## src/rtl/alu_pkg.sv

```systemverilog
// Shared constants for the sequential ALU: opcodes, flag bit positions and
// FSM state encoding.
package alu_pkg;

   localparam logic [3:0] OP_ADD = 4'b0000;
   localparam logic [3:0] OP_SUB = 4'b0001;
   localparam logic [3:0] OP_AND = 4'b0010;
   localparam logic [3:0] OP_OR  = 4'b0011;
   localparam logic [3:0] OP_XOR = 4'b0100;
   localparam logic [3:0] OP_MUL = 4'b0110;
   localparam logic [3:0] OP_SLL = 4'b1000;
   localparam logic [3:0] OP_ROL = 4'b1001;
   localparam logic [3:0] OP_SRL = 4'b1010;
   localparam logic [3:0] OP_SRA = 4'b1011;

   localparam int F_S = 3;
   localparam int F_Z = 2;
   localparam int F_C = 1;
   localparam int F_V = 0;

   localparam logic [1:0] ST_IDLE = 2'd0;
   localparam logic [1:0] ST_MULT = 2'd1;
   localparam logic [1:0] ST_HOLD = 2'd2;

endpackage

```

## src/rtl/alu_if.sv

```systemverilog
// Operation/result handshake bundle. Both sides use valid/ready: a beat
// transfers on a rising edge where valid and ready are both high.
interface alu_if #(parameter int WIDTH = 16) ();

   logic             in_valid;
   logic             in_ready;
   logic [3:0]       op;
   logic [WIDTH-1:0] a;
   logic [WIDTH-1:0] b;
   logic             out_valid;
   logic             out_ready;
   logic [WIDTH-1:0] result;
   logic [3:0]       flags;
   logic [1:0]       dbg_state;

   modport master (
      output in_valid, op, a, b, out_ready,
      input  in_ready, out_valid, result, flags, dbg_state
   );

   modport slave (
      input  in_valid, op, a, b, out_ready,
      output in_ready, out_valid, result, flags, dbg_state
   );

endinterface

```

## src/rtl/alu_shifter.sv

```systemverilog
// Combinational barrel shifter for SLL/ROL/SRL/SRA (op 00/01/10/11) using the
// full b as shift amount; carry is the last bit shifted out.
module alu_shifter #(
   parameter int WIDTH = 16
) (
   input  logic [WIDTH-1:0] a,
   input  logic [WIDTH-1:0] b,
   input  logic [1:0]       op,
   output logic [WIDTH-1:0] result,
   output logic             carry
);

   localparam int SHW = $clog2(WIDTH);

   logic [SHW-1:0]     n;
   logic               big;
   logic [WIDTH:0]     sll_t;
   logic [WIDTH:0]     srl_t;
   logic [WIDTH:0]     sra_t;
   logic [2*WIDTH-1:0] rol_t;

   assign n   = b[SHW-1:0];
   assign big = |b[WIDTH-1:SHW];

   // One guard bit beyond the data catches the last bit shifted out.
   assign sll_t = {1'b0, a} << n;
   assign srl_t = {a, 1'b0} >> n;
   assign sra_t = $signed({a, 1'b0}) >>> n;
   assign rol_t = {a, a} << n;

   always_comb begin
      result = '0;
      carry  = 1'b0;
      case (op)
         2'b00: begin
            if (!big) begin
               result = sll_t[WIDTH-1:0];
               carry  = sll_t[WIDTH];
            end
         end
         2'b01: begin
            result = rol_t[2*WIDTH-1:WIDTH];
            carry  = (n != '0) & rol_t[WIDTH];
         end
         2'b10: begin
            if (!big) begin
               result = srl_t[WIDTH:1];
               carry  = srl_t[0];
            end
         end
         default: begin
            if (big) begin
               result = {WIDTH{a[WIDTH-1]}};
               carry  = a[WIDTH-1];
            end else begin
               result = sra_t[WIDTH:1];
               carry  = sra_t[0];
            end
         end
      endcase
   end

endmodule

```

## src/rtl/alu_seq.sv

```systemverilog
// Handshaked ALU: single-cycle add/sub/logic/shift, iterative shift-add
// multiplier, one-entry registered output buffer with flags {S,Z,C,V}.
module alu_seq
   import alu_pkg::*;
#(
   parameter int WIDTH = 16
) (
   input  logic   clk,
   input  logic   rst,
   alu_if.slave   bus
);

   localparam int SHW = $clog2(WIDTH);

   logic [1:0]         state_q, state_d;
   logic [SHW-1:0]     cnt_q, cnt_d;
   logic [2*WIDTH-1:0] acc_q, acc_d;
   logic [2*WIDTH-1:0] mcand_q, mcand_d;
   logic [WIDTH-1:0]   mplier_q, mplier_d;
   logic [WIDTH-1:0]   result_q, result_d;
   logic [3:0]         flags_q, flags_d;
   logic               out_valid_q, out_valid_d;

   logic               out_free;
   logic               accept;
   logic [WIDTH:0]     add_sum;
   logic [WIDTH:0]     sub_diff;
   logic [WIDTH-1:0]   sh_res;
   logic               sh_c;
   logic [WIDTH-1:0]   alu_res;
   logic               alu_c;
   logic               alu_v;
   logic [2*WIDTH-1:0] acc_step;
   logic               load;
   logic [WIDTH-1:0]   load_res;
   logic [3:0]         load_flags;

   function automatic logic [3:0] mk_flags(input logic [WIDTH-1:0] r,
                                           input logic c, input logic v);
      logic [3:0] f;
      f      = '0;
      f[F_S] = r[WIDTH-1];
      f[F_Z] = (r == '0);
      f[F_C] = c;
      f[F_V] = v;
      return f;
   endfunction

   alu_shifter #(.WIDTH(WIDTH)) u_shifter (
      .a      (bus.a),
      .b      (bus.b),
      .op     (bus.op[1:0]),
      .result (sh_res),
      .carry  (sh_c)
   );

   assign out_free     = !out_valid_q | bus.out_ready;
   assign bus.in_ready = (state_q == ST_IDLE) & out_free;
   assign accept       = bus.in_valid & bus.in_ready;
   assign add_sum      = {1'b0, bus.a} + {1'b0, bus.b};
   assign sub_diff     = {1'b0, bus.a} - {1'b0, bus.b};
   assign acc_step     = acc_q + (mplier_q[0] ? mcand_q : '0);

   always_comb begin
      alu_res = '0;
      alu_c   = 1'b0;
      alu_v   = 1'b0;
      case (bus.op)
         OP_ADD: begin
            alu_res = add_sum[WIDTH-1:0];
            alu_c   = add_sum[WIDTH];
            alu_v   = (bus.a[WIDTH-1] == bus.b[WIDTH-1]) &
                      (add_sum[WIDTH-1] != bus.a[WIDTH-1]);
         end
         OP_SUB: begin
            alu_res = sub_diff[WIDTH-1:0];
            alu_c   = sub_diff[WIDTH];
            alu_v   = (bus.a[WIDTH-1] != bus.b[WIDTH-1]) &
                      (sub_diff[WIDTH-1] != bus.a[WIDTH-1]);
         end
         OP_AND: alu_res = bus.a & bus.b;
         OP_OR:  alu_res = bus.a | bus.b;
         OP_XOR: alu_res = bus.a ^ bus.b;
         OP_SLL, OP_ROL, OP_SRL, OP_SRA: begin
            alu_res = sh_res;
            alu_c   = sh_c;
         end
         default: ;
      endcase
   end

   always_comb begin
      state_d    = state_q;
      cnt_d      = cnt_q;
      acc_d      = acc_q;
      mcand_d    = mcand_q;
      mplier_d   = mplier_q;
      load       = 1'b0;
      load_res   = '0;
      load_flags = '0;
      case (state_q)
         ST_IDLE: begin
            if (accept) begin
               if (bus.op == OP_MUL) begin
                  state_d  = ST_MULT;
                  cnt_d    = '0;
                  acc_d    = '0;
                  mcand_d  = {{WIDTH{1'b0}}, bus.a};
                  mplier_d = bus.b;
               end else begin
                  load       = 1'b1;
                  load_res   = alu_res;
                  load_flags = mk_flags(alu_res, alu_c, alu_v);
               end
            end
         end
         ST_MULT: begin
            acc_d    = acc_step;
            mcand_d  = mcand_q << 1;
            mplier_d = mplier_q >> 1;
            cnt_d    = cnt_q + 1'b1;
            if (cnt_q == SHW'(WIDTH - 1)) begin
               cnt_d = '0;
               if (out_free) begin
                  state_d    = ST_IDLE;
                  load       = 1'b1;
                  load_res   = acc_step[WIDTH-1:0];
                  load_flags = mk_flags(acc_step[WIDTH-1:0],
                                        |acc_step[2*WIDTH-1:WIDTH], 1'b0);
               end else begin
                  state_d = ST_HOLD;
               end
            end
         end
         ST_HOLD: begin
            if (out_free) begin
               state_d    = ST_IDLE;
               load       = 1'b1;
               load_res   = acc_q[WIDTH-1:0];
               load_flags = mk_flags(acc_q[WIDTH-1:0],
                                     |acc_q[2*WIDTH-1:WIDTH], 1'b0);
            end
         end
         default: state_d = ST_IDLE;
      endcase
   end

   // A load on a consume edge replaces the old entry with no bubble.
   always_comb begin
      out_valid_d = load | (out_valid_q & !bus.out_ready);
      result_d    = load ? load_res : result_q;
      flags_d     = load ? load_flags : flags_q;
   end

   always_ff @(posedge clk) begin
      if (rst) begin
         state_q     <= ST_IDLE;
         cnt_q       <= '0;
         acc_q       <= '0;
         mcand_q     <= '0;
         mplier_q    <= '0;
         result_q    <= '0;
         flags_q     <= '0;
         out_valid_q <= 1'b0;
      end else begin
         state_q     <= state_d;
         cnt_q       <= cnt_d;
         acc_q       <= acc_d;
         mcand_q     <= mcand_d;
         mplier_q    <= mplier_d;
         result_q    <= result_d;
         flags_q     <= flags_d;
         out_valid_q <= out_valid_d;
      end
   end

   assign bus.out_valid = out_valid_q;
   assign bus.result    = result_q;
   assign bus.flags     = flags_q;
   assign bus.dbg_state = state_q;

endmodule

```

## src/flat_wrapper.sv

```systemverilog
// flat-port wrapper written by rule: the top's interface ports become plain ports
module alu_seq_flat import alu_pkg::*;
#(
   parameter int WIDTH = 16
)
  (clk, rst, bus_in_valid, bus_op, bus_a, bus_b, bus_out_ready, bus_in_ready, bus_out_valid, bus_result, bus_flags, bus_dbg_state);
  alu_if #(.WIDTH(WIDTH)) bus_i ();
  input  logic clk;
  input  logic rst;
  input wire logic [$bits(bus_i.in_valid)-1:0] bus_in_valid;
  input wire logic [$bits(bus_i.op)-1:0] bus_op;
  input wire logic [$bits(bus_i.a)-1:0] bus_a;
  input wire logic [$bits(bus_i.b)-1:0] bus_b;
  input wire logic [$bits(bus_i.out_ready)-1:0] bus_out_ready;
  output wire logic [$bits(bus_i.in_ready)-1:0] bus_in_ready;
  output wire logic [$bits(bus_i.out_valid)-1:0] bus_out_valid;
  output wire logic [$bits(bus_i.result)-1:0] bus_result;
  output wire logic [$bits(bus_i.flags)-1:0] bus_flags;
  output wire logic [$bits(bus_i.dbg_state)-1:0] bus_dbg_state;
  assign bus_i.in_valid = bus_in_valid;
  assign bus_i.op = bus_op;
  assign bus_i.a = bus_a;
  assign bus_i.b = bus_b;
  assign bus_i.out_ready = bus_out_ready;
  assign bus_in_ready = bus_i.in_ready;
  assign bus_out_valid = bus_i.out_valid;
  assign bus_result = bus_i.result;
  assign bus_flags = bus_i.flags;
  assign bus_dbg_state = bus_i.dbg_state;
  alu_seq #(.WIDTH(WIDTH)) u_core (.clk(clk), .rst(rst), .bus(bus_i));
endmodule
```

## config.mk

```make
export PLATFORM = sky130hd
export DESIGN_NAME = alu_seq_flat
export DESIGN_NICKNAME = d
export VERILOG_FILES = /design/src/rtl/alu_pkg.sv /design/src/rtl/alu_if.sv /design/src/rtl/alu_shifter.sv /design/src/rtl/alu_seq.sv /design/src/flat_wrapper.sv
export SDC_FILE = /design/constraint.sdc
export NUM_CORES = 1
export LEC_CHECK = 0
export CAP_MARGIN = 10
export CORE_UTILIZATION = 45
export DETAILED_ROUTE_END_ITERATION = 7
export GPL_TIMING_DRIVEN = 0
export PLACE_DENSITY = 0.74
export SLEW_MARGIN = 10
export SYNTH_ARGS = -nofsm -noshare
export SYNTH_HDL_FRONTEND = slang
export SYNTH_SLANG_ARGS = --single-unit
```

## constraint.sdc

```tcl
create_clock -name clk -period 4.3 [get_ports clk]
set_input_delay 0.86 -clock clk [delete_from_list [all_inputs] [get_ports clk]]
set_output_delay 0.86 -clock clk [all_outputs]
set_load 0.1 [all_outputs]
```

==> out/metrics.cfg, run 1 <==
[sta]
period_share_pct = 102
hold_viol = 0
setup_tns_ns = -0.0661
rsz0062_at_grt = yes
finalSetupViolations = 1
drv_slew = 0
finalClockSkew_ns = 0.0155
fmax_mhz = 229
fin_ws_ns = -0.0661
worstMarginPinSlew_ns = 1.05
relSlewSlack_pct = 29.8
fin_crit_ns = 4.37

[worst_setup_path]
reg2reg_from = u_core.mplier_q[0]
crit_path_end_kind = flop
critical_path_class = primary input to flop
r2r_slack_ns = 0.22
cp_max_fo = 10
reg2reg_depth = 13
crit_chain = clkdlybuf4s50_1, nor2b_1, nand2_1, clkbuf_1, buf_1, o22ai_1, nor2_1, o31ai_1, nor4_1, nand4_1, nor4_2, nand4_1, o2bb2ai_1
required_ns = 4.60
cpMostUsedCell = nand4_1
crit_path_end = u_core.bus.flags[2]
cp.arrival_ns = 4.67
critPathMaxStageDelay_ns = 0.57
startpoint = bus_op[0]
crit_path_start_kind = primary input
crit_path_top_delay_cell = clkdlybuf4s50_1
r2r-end = u_core.bus.flags[1]

[routing]
vias = 12800
wire_per_inst_microns = 23.8
ant_nets = 0
drc = 0
routed_wl_microns = 45300
viasPerCell = 6.72
drt_iter0_markers = 1797
first_pass_iters = 5

[status]
status = finished, violations left
violations = setup timing

[global_route]
grt-ovfl-total = 0
grt_max_degree = 21
antenna_found_initial = 0
grt_use_total_pct = 34.3
grt_pass1_vias = 11600
grt_pass1_wl_microns = 69000

[placement]
port_buffers = 63
place_ws_ns = -1.97
dpl.cell_count = 1881
place_congestion = 1.04
dp_hpwl_microns = 35300
postPlaceCellArea_sq_mm = 0.0124

[synthesis]
synthCells = 1493
yosys_register_bits = 106
yosysWarnings = 0
synth_most_common_cell = nor2_1
synth_ff_type = dfxtp_1
yosys.area.top_type = dfxtp_1
avgSynthCellArea_sq_um = 7.61
synth_area_leaders = dfxtp_1 (19%), ha_1 (9.9%), nor2_1 (7.1%), mux4_2 (6.1%), a21oi_1 (4.2%)
synth_edf_count = 0
netlist_area_sq_mm = 0.0114
synth_nets = 1626
ys_seq_area_share_pct = 18.7
synthTopCellsByCount = nor2_1 (215), dfxtp_1 (106), a21oi_1 (96)
synthArstFlopShare_pct = 0
yosysUniqueCellTypes = 87
synth_top_cell_area_share_pct = 18.7

[cells_and_area]
layout-drive-gt1-share_pct = 11.2
nNetsFinal = 1710
diodes = 0
fin_cells = 1906
final_area_sq_mm = 0.0131
area_growth_pct = 15.8

[clock_tree]
numCtsBuffers = 9
cts_tree = built
clockRootBuffer = clkbuf_16
hold_buffers = 0
path_clk_slew_ns = 0.08
clockBufferDepth = 2
clkLatencyLatePin_ns = 0.37
cts_num_sinks = 106
htree_levels = 3

[hold_path]
min_path_type = flop to flop
hold_path_depth = 2

[floorplan]
start_util_pct = 46.3
die_h_microns = 161
rows = 57
die-area_sq_mm = 0.0259
core_area_sq_mm = 0.0245
ios = 64
die_w_microns = 161

[power]
ir_drop_mv = 0.190
p_leak_uw = 0.00513
finalPower_uw = 2900
powerDensity_mw_per_mm2 = 221

[job]
cap_violations = 0

## critical path, delay by kind of cell
family                 cells  cell delay [ns]
and+or+nand+nor            7             1.70
AOI/OAI and AO/OA          3             0.49
buffers and inverters      3             1.60
## sequential cells by signal, indices dropped and copies added (netlist names)
register,flops
u_core.cnt_q,4
u_core.mcand_q,32
u_core.mplier_q,16
u_core.bus.result,16
u_core.bus.dbg_state,2
u_core.acc_q,32
u_core.bus.out_valid,1
u_core.bus.flags,3
## logic make-up (layout without fill, tap and decap cells)
logic type,count (synthesis),after routing,share of synthesized area [%]
AOI/OAI and AO/OA,473,473,29.3
xor gates and xnor gates,33,33,2.55
adders and majority gates,93,93,10.4
buffers and inverters,175,264,6.17
DFF,106,106,18.7
muxes,67,67,9.45
and+or+nand+nor,546,546,23.4
## what timing repair did
| action | 4_1_cts | 5_1_grt |
|---|---|---|
| buffers inserted | 0 | 11 |
| endpoints found under the setup margin | 19 | 12 |
| resized for setup | 62 | 59 |
| pin swaps | 3 | 11 |
| cloned | 0 | 0 |
## per-layer routing
layer / wire length (microns) / global-route usage, % / part of all wire (%) / vias to the layer above
met5: 0 / 0 / 0 / -
met2: 18900 / 49.7 / 42 / 796
met3: 5330 / 7.31 / 12 / 156
met4: 1980 / 14.2 / 4.4 / 0
met1: 19100 / 48.8 / 42 / 6066
li1: - / - / - / 5793
## placed cells by master (no fill, tap or decap), drive strengths merged, types with 15 or more instances in the layout
cell type and count:
mux4 31, a211oi 49, clkdlybuf4s50 49, a221oi 19, nor3 74, o21ai 72
dfxtp 106, nand3 20, buf 42, o211ai 16, nand2 85, a22oi 54
o21bai 17, nor4 27, mux2i 24, xnor2 20, nor2 215, a21o 15
clkbuf 93, ha 90, inv 64, and2 36, a21oi 96
## layout make-up
type / count / area (sq um)
Tap cell: 324 / 405
Buffer: 112 / 557
Multi-Input combinational cell: 1212 / 8790
Inverter: 61 / 238
Clock buffer: 9 / 225
Timing Repair Buffer: 75 / 741
Fill cell: 2376 / 11400
Sequential cell: 106 / 2120
Clock inverter: 7 / 65.1
## how the worst min path moves through the flow
stage	start	to
3_3_place_gp	u_core.acc_q[29]	u_core.acc_q[29]
3_5_place_dp	u_core.acc_q[29]	u_core.acc_q[29]
4_1_cts	u_core.acc_q[29]	u_core.acc_q[29]
2_1_floorplan	u_core.acc_q[22]	u_core.acc_q[22]
6_report	u_core.acc_q[29]	u_core.acc_q[29]
5_1_grt	u_core.acc_q[29]	u_core.acc_q[29]
## where the power goes
part	switching, uW	internal, uW
sequential	21.0	1010
combinational	694	351
clock	422	409
total	1140	1770
## metrics by stage
step                util (%)  hold WS (ns)
floorplan                  -         0.449
global placement        50.5         0.475
detailed placement      50.6         0.477
CTS                     52.7         0.487
global route            53.6         0.520
finish                  53.6         0.489
Power figures use the tool's default switching activity.
==> run 2, diff against run 1 <==
Settings changed: CELL_PAD_IN_SITES_DETAIL_PLACEMENT set to 0, CELL_PAD_IN_SITES_GLOBAL_PLACEMENT set to 1, CORE_UTILIZATION 45 to 42, PLACE_DENSITY 0.74 to 0.88.
==> out/metrics.cfg, run 2 (same netlist as run 1, synthesis figures left out) <==
[placement]
dp_hpwl_microns = 37500
place_congestion = 1.04
dpl.cell_count = 1892
port_buffers = 63
postPlaceCellArea_sq_mm = 0.0124
place_ws_ns = -1.88

[clock_tree]
path_clk_slew_ns = 0.08
clockRootBuffer = clkbuf_16
clkLatencyLatePin_ns = 0.37
htree_levels = 3
numCtsBuffers = 9
hold_buffers = 0
cts_num_sinks = 106
clockBufferDepth = 2
cts_tree = built

[cells_and_area]
largestRegisters = u_core.acc_q (32), u_core.mcand_q (32)
nNetsFinal = 1712
layout_common_cells = nor2_1 (214), dfxtp_1 (105), a21oi_1 (92)
fin_cells = 1919
final_common_cell = nor2_1
diodes = 0
final_area_sq_mm = 0.0132
final_util_pct = 50.2
area_growth_pct = 16.2
layout-drive-gt1-share_pct = 11.8

[routing]
vias = 12900
ant_nets = 0
viasPerCell = 6.72
routed_wl_microns = 47600
first_pass_iters = 8
drt_iter0_markers = 2012
drc = 3
wire_per_inst_microns = 24.8

[global_route]
grt_max_degree = 23
antenna_found_initial = 0
grt_use_total_pct = 33.7
grt_pass1_vias = 11800
grt_pass1_wl_microns = 72300
grt-ovfl-total = 0

[worst_setup_path]
required_ns = 4.53
crit_path_end_kind = flop
crit_chain = clkdlybuf4s50_1, nor4bb_2, nand4bb_1, clkbuf_1, nor3_1, o31ai_1, and4_1, o211ai_1, or4_1, nor4_2, a31oi_1
cp_max_fo = 10
cp.arrival_ns = 4.60
critical_path_class = primary input to flop
crit_path_start_kind = primary input
crit_path_top_delay_cell = nor4bb_2
critPathMaxStageDelay_ns = 0.76

[power]
p_leak_uw = 0.00509
ir_drop_mv = 0.164
powerDensity_mw_per_mm2 = 224

[status]
violations = DRC, setup timing
status = finished, violations left

[floorplan]
die_w_microns = 166
start_util_pct = 43.2
rows = 59
ios = 64
die-area_sq_mm = 0.0277
die_h_microns = 166
core_area_sq_mm = 0.0263

[sta]
drv_slew = 0
fmax_mhz = 229
finalSetupViolations = 1
period_share_pct = 102
finalClockSkew_ns = 0.0157
hold_viol = 0
relSlewSlack_pct = 23.0
worstMarginPinSlew_ns = 1.15
fin_hold_ws_ns = 0.492
fin_crit_ns = 4.37
rsz0062_at_grt = yes
fin_ws_ns = -0.0727

[job]
cap_violations = 0

[hold_path]
min_path_type = flop to flop

## run 2: layout make-up
cell class / instances / area [sq um]
repair buffers: 77 / 717
multi-input cells: 1212 / 8810
plain buffers: 112 / 567
clock buffers: 9 / 225
clock inverters: 7 / 93.8
flip-flops and latches: 106 / 2120
inverters: 61 / 239
fillers: 2583 / 13100
well taps: 335 / 419
## run 2: power by group
part	switching [uW]	internal (uW)	leakage, uW
clock network	445	421	0.000153
registers	20.5	1010	0.000859
logic	705	353	0.00408
total	1170	1780	0.00509
## run 2: layer usage
| layer | vias to the layer above | wire (microns) | GRT usage, % | share of wire, % |
|---|---|---|---|---|
| li1 | 5795 | - | - | - |
| met1 | 6150 | 20600 | 48.5 | 43 |
| met2 | 822 | 19800 | 48.9 | 42 |
| met3 | 126 | 5570 | 7.75 | 12 |
| met4 | 0 | 1640 | 11.5 | 3.4 |
| met5 | - | 0 | 0 | 0 |
## run 2: metrics by stage
step,power [uW],TNS [ns]
after global placement,2010,-22.82
final,2950,-0.0727
after floorplan,1670,0
after global routing,3060,-0.120
after detailed placement,2010,-21.25
after CTS,2900,0
## run 2: path summary, 6_finish.rpt
| check | slack (ns) | cells past startpoint | endpoint | startpoint |
|---|---|---|---|---|
| worst max-delay path | -0.07 | 11 | u_core.bus.flags[1] | bus_op[2] |
| worst min-delay path | 0.49 | 2 | u_core.acc_q[29] | u_core.acc_q[29] |
| worst max register to register | 0.21 | 13 | u_core.bus.flags[1] | u_core.mplier_q[0] |
| worst min register to register | 0.49 | 2 | u_core.acc_q[29] | u_core.acc_q[29] |
## run 2: critical path, delay by kind of cell
family	cells	cell delay, ns
and+or+nand+nor	6	2.17
AOI/OAI and AO/OA	3	0.39
buffers and inverters	2	1.17
## run 2: repair_timing
| item | in CTS | in global routing |
|---|---|---|
| endpoints found under the setup margin | 16 | 9 |
| gates cloned | 0 | 0 |
| pin swaps | 11 | 13 |
| gates resized for setup | 83 | 46 |
| buffers inserted | 6 | 7 |
==> run 3, diff against run 2 <==
Settings changed: ABC_CLOCK_PERIOD_IN_PS set to 4300, CTS_BUF_LIST set to sky130_fd_sc_hd__clkbuf_4 sky130_fd_sc_hd__clkbuf_8 sky130_fd_sc_hd__clkbuf_16, RECOVER_POWER set to 100.
==> out/metrics.cfg, run 3 (same netlist as run 1, synthesis figures left out) <==
[status]
status = finished, violations left
violations = DRC, setup timing

[sta]
fin_ws_ns = -0.0672
relSlewSlack_pct = 19.8
fin_crit_ns = 4.37
period_share_pct = 102
drv_slew = 0
finalClockSkew_ns = 0.0166
finalSetupViolations = 1
rsz0062_at_grt = yes
worstMarginPinSlew_ns = 1.19
hold_viol = 0
fmax_mhz = 229

[power]
netSwitchingFraction_pct = 39.8
clkPwrFrac_pct = 29.4
powerDensity_mw_per_mm2 = 223
p_sw_uw = 1170
internal_power_uw = 1770
p_seq_share_pct = 34.8
power_frac_comb_pct = 35.8
p_leak_uw = 0.00515
ir_drop_mv = 0.163

[worst_setup_path]
critical_path_class = primary input to flop
reg2reg_depth = 13
cp_max_fo = 10
reg2reg_from = u_core.mplier_q[0]
crit_path_start_kind = primary input
cp.arrival_ns = 4.60
crit_path_end_kind = flop
r2r-end = u_core.bus.flags[1]
required_ns = 4.53
r2r_slack_ns = 0.21

[cells_and_area]
final_common_cell = nor2_1
largestRegisters = u_core.acc_q (32), u_core.mcand_q (32)
layout-drive-gt1-share_pct = 11.8
layout_common_cells = nor2_1 (214), dfxtp_1 (105), a21oi_1 (92)
diodes = 0
nNetsFinal = 1712
final_area_sq_mm = 0.0132
area_growth_pct = 16.2
fin_cells = 1919

[global_route]
grt_pass1_wl_microns = 72300
grt_pass1_vias = 11800
grt_max_degree = 23
antenna_found_initial = 0
grt-ovfl-total = 0
grt_use_total_pct = 33.7

[clock_tree]
cts_tree = built
path_clk_slew_ns = 0.08
clkLatencyLatePin_ns = 0.37
htree_levels = 3
cts_num_sinks = 106
clockRootBuffer = clkbuf_16
clockBufferDepth = 2
numCtsBuffers = 9

[job]
cap_violations = 0

[placement]
port_buffers = 63
dp_hpwl_microns = 37500
dpl.cell_count = 1892
place_congestion = 1.04
postPlaceCellArea_sq_mm = 0.0124

[routing]
first_pass_iters = 8
drt_iter0_markers = 1923
viasPerCell = 6.71
ant_nets = 0
drc = 3
wire_per_inst_microns = 24.8
vias = 12900
routed_wl_microns = 47700

[hold_path]
hold_start = u_core.acc_q[29]
hold_path_depth = 2
hold_path_end = u_core.acc_q[29]
min_path_type = flop to flop

[floorplan]
die_h_microns = 166
die_w_microns = 166
die-area_sq_mm = 0.0277
rows = 59
ios = 64
core_area_sq_mm = 0.0263
start_util_pct = 43.2

## run 3: worst max path at each step
stage / from / end / slack [ns] / cells after the start
2_1_floorplan: bus_b[2] / u_core.bus.flags[2] / 0.12 / 15
3_3_place_gp: bus_b[3] / u_core.bus.flags[2] / -2.33 / 16
3_5_place_dp: bus_b[3] / u_core.bus.flags[2] / -1.88 / 16
4_1_cts: bus_b[0] / u_core.bus.flags[2] / 0.0003 / 16
5_1_grt: bus_op[1] / u_core.bus.flags[1] / -0.09 / 11
6_report: bus_op[2] / u_core.bus.flags[1] / -0.07 / 11
## run 3: power groups by stage
stage                     registers [uW]  clock network [uW]  logic, uW
after floorplan                     1140                   0        537
after global placement              1050                   0        963
after detailed placement            1050                   0        963
after CTS                           1030                 873       1000
after global routing                1030                 918       1100
final                               1030                 868       1050
## run 3: cell type report
cell class,count,area (sq um)
Sequential cell,106,2120
Inverter,61,239
Fill cell,2583,13100
Timing Repair Buffer,77,717
Clock inverter,7,93.8
Multi-Input combinational cell,1212,8810
Tap cell,335,419
Buffer,112,567
Clock buffer,9,225
## run 3: what timing repair did
action	4_1_cts	5_1_grt
buffers inserted	6	7
hold buffers	0	0
pin swaps	11	13
endpoints found under the setup margin	16	9
resized for setup	83	46
## run 3: critical path, cell delays in order
cell             delay, ns
clkdlybuf4s50_1       0.67
nor4bb_2              0.76
nand4bb_1             0.31
clkbuf_1              0.48
nor3_1                0.17
o31ai_1               0.16
and4_1                0.33
o211ai_1              0.13
or4_1                 0.45
nor4_2                0.15
a31oi_1               0.10
## run 3: stage by stage
stage | util, % | worst slack (ns) | setup TNS (ns) | hold WS, ns | power (uW)
6_report | 50.2 | -0.0672 | -0.0672 | 0.492 | 2950
5_1_grt | 50.2 | -0.0947 | -0.181 | 0.525 | 3050
3_3_place_gp | 47.2 | -2.33 | -22.82 | 0.474 | 2010
3_5_place_dp | 47.3 | -1.88 | -21.25 | 0.489 | 2010
2_1_floorplan | - | 0.123 | 0 | 0.449 | 1670
4_1_cts | 49.6 | 0.000260 | 0 | 0.501 | 2900
## run 3: metal layers
metal	vias to the layer above	global-route usage (%)	routed length, microns
met4	0	11.5	1670
met5	-	0	0
met2	842	48.9	19800
met1	6102	48.5	20300
met3	141	7.75	5840
li1	5795	-	-
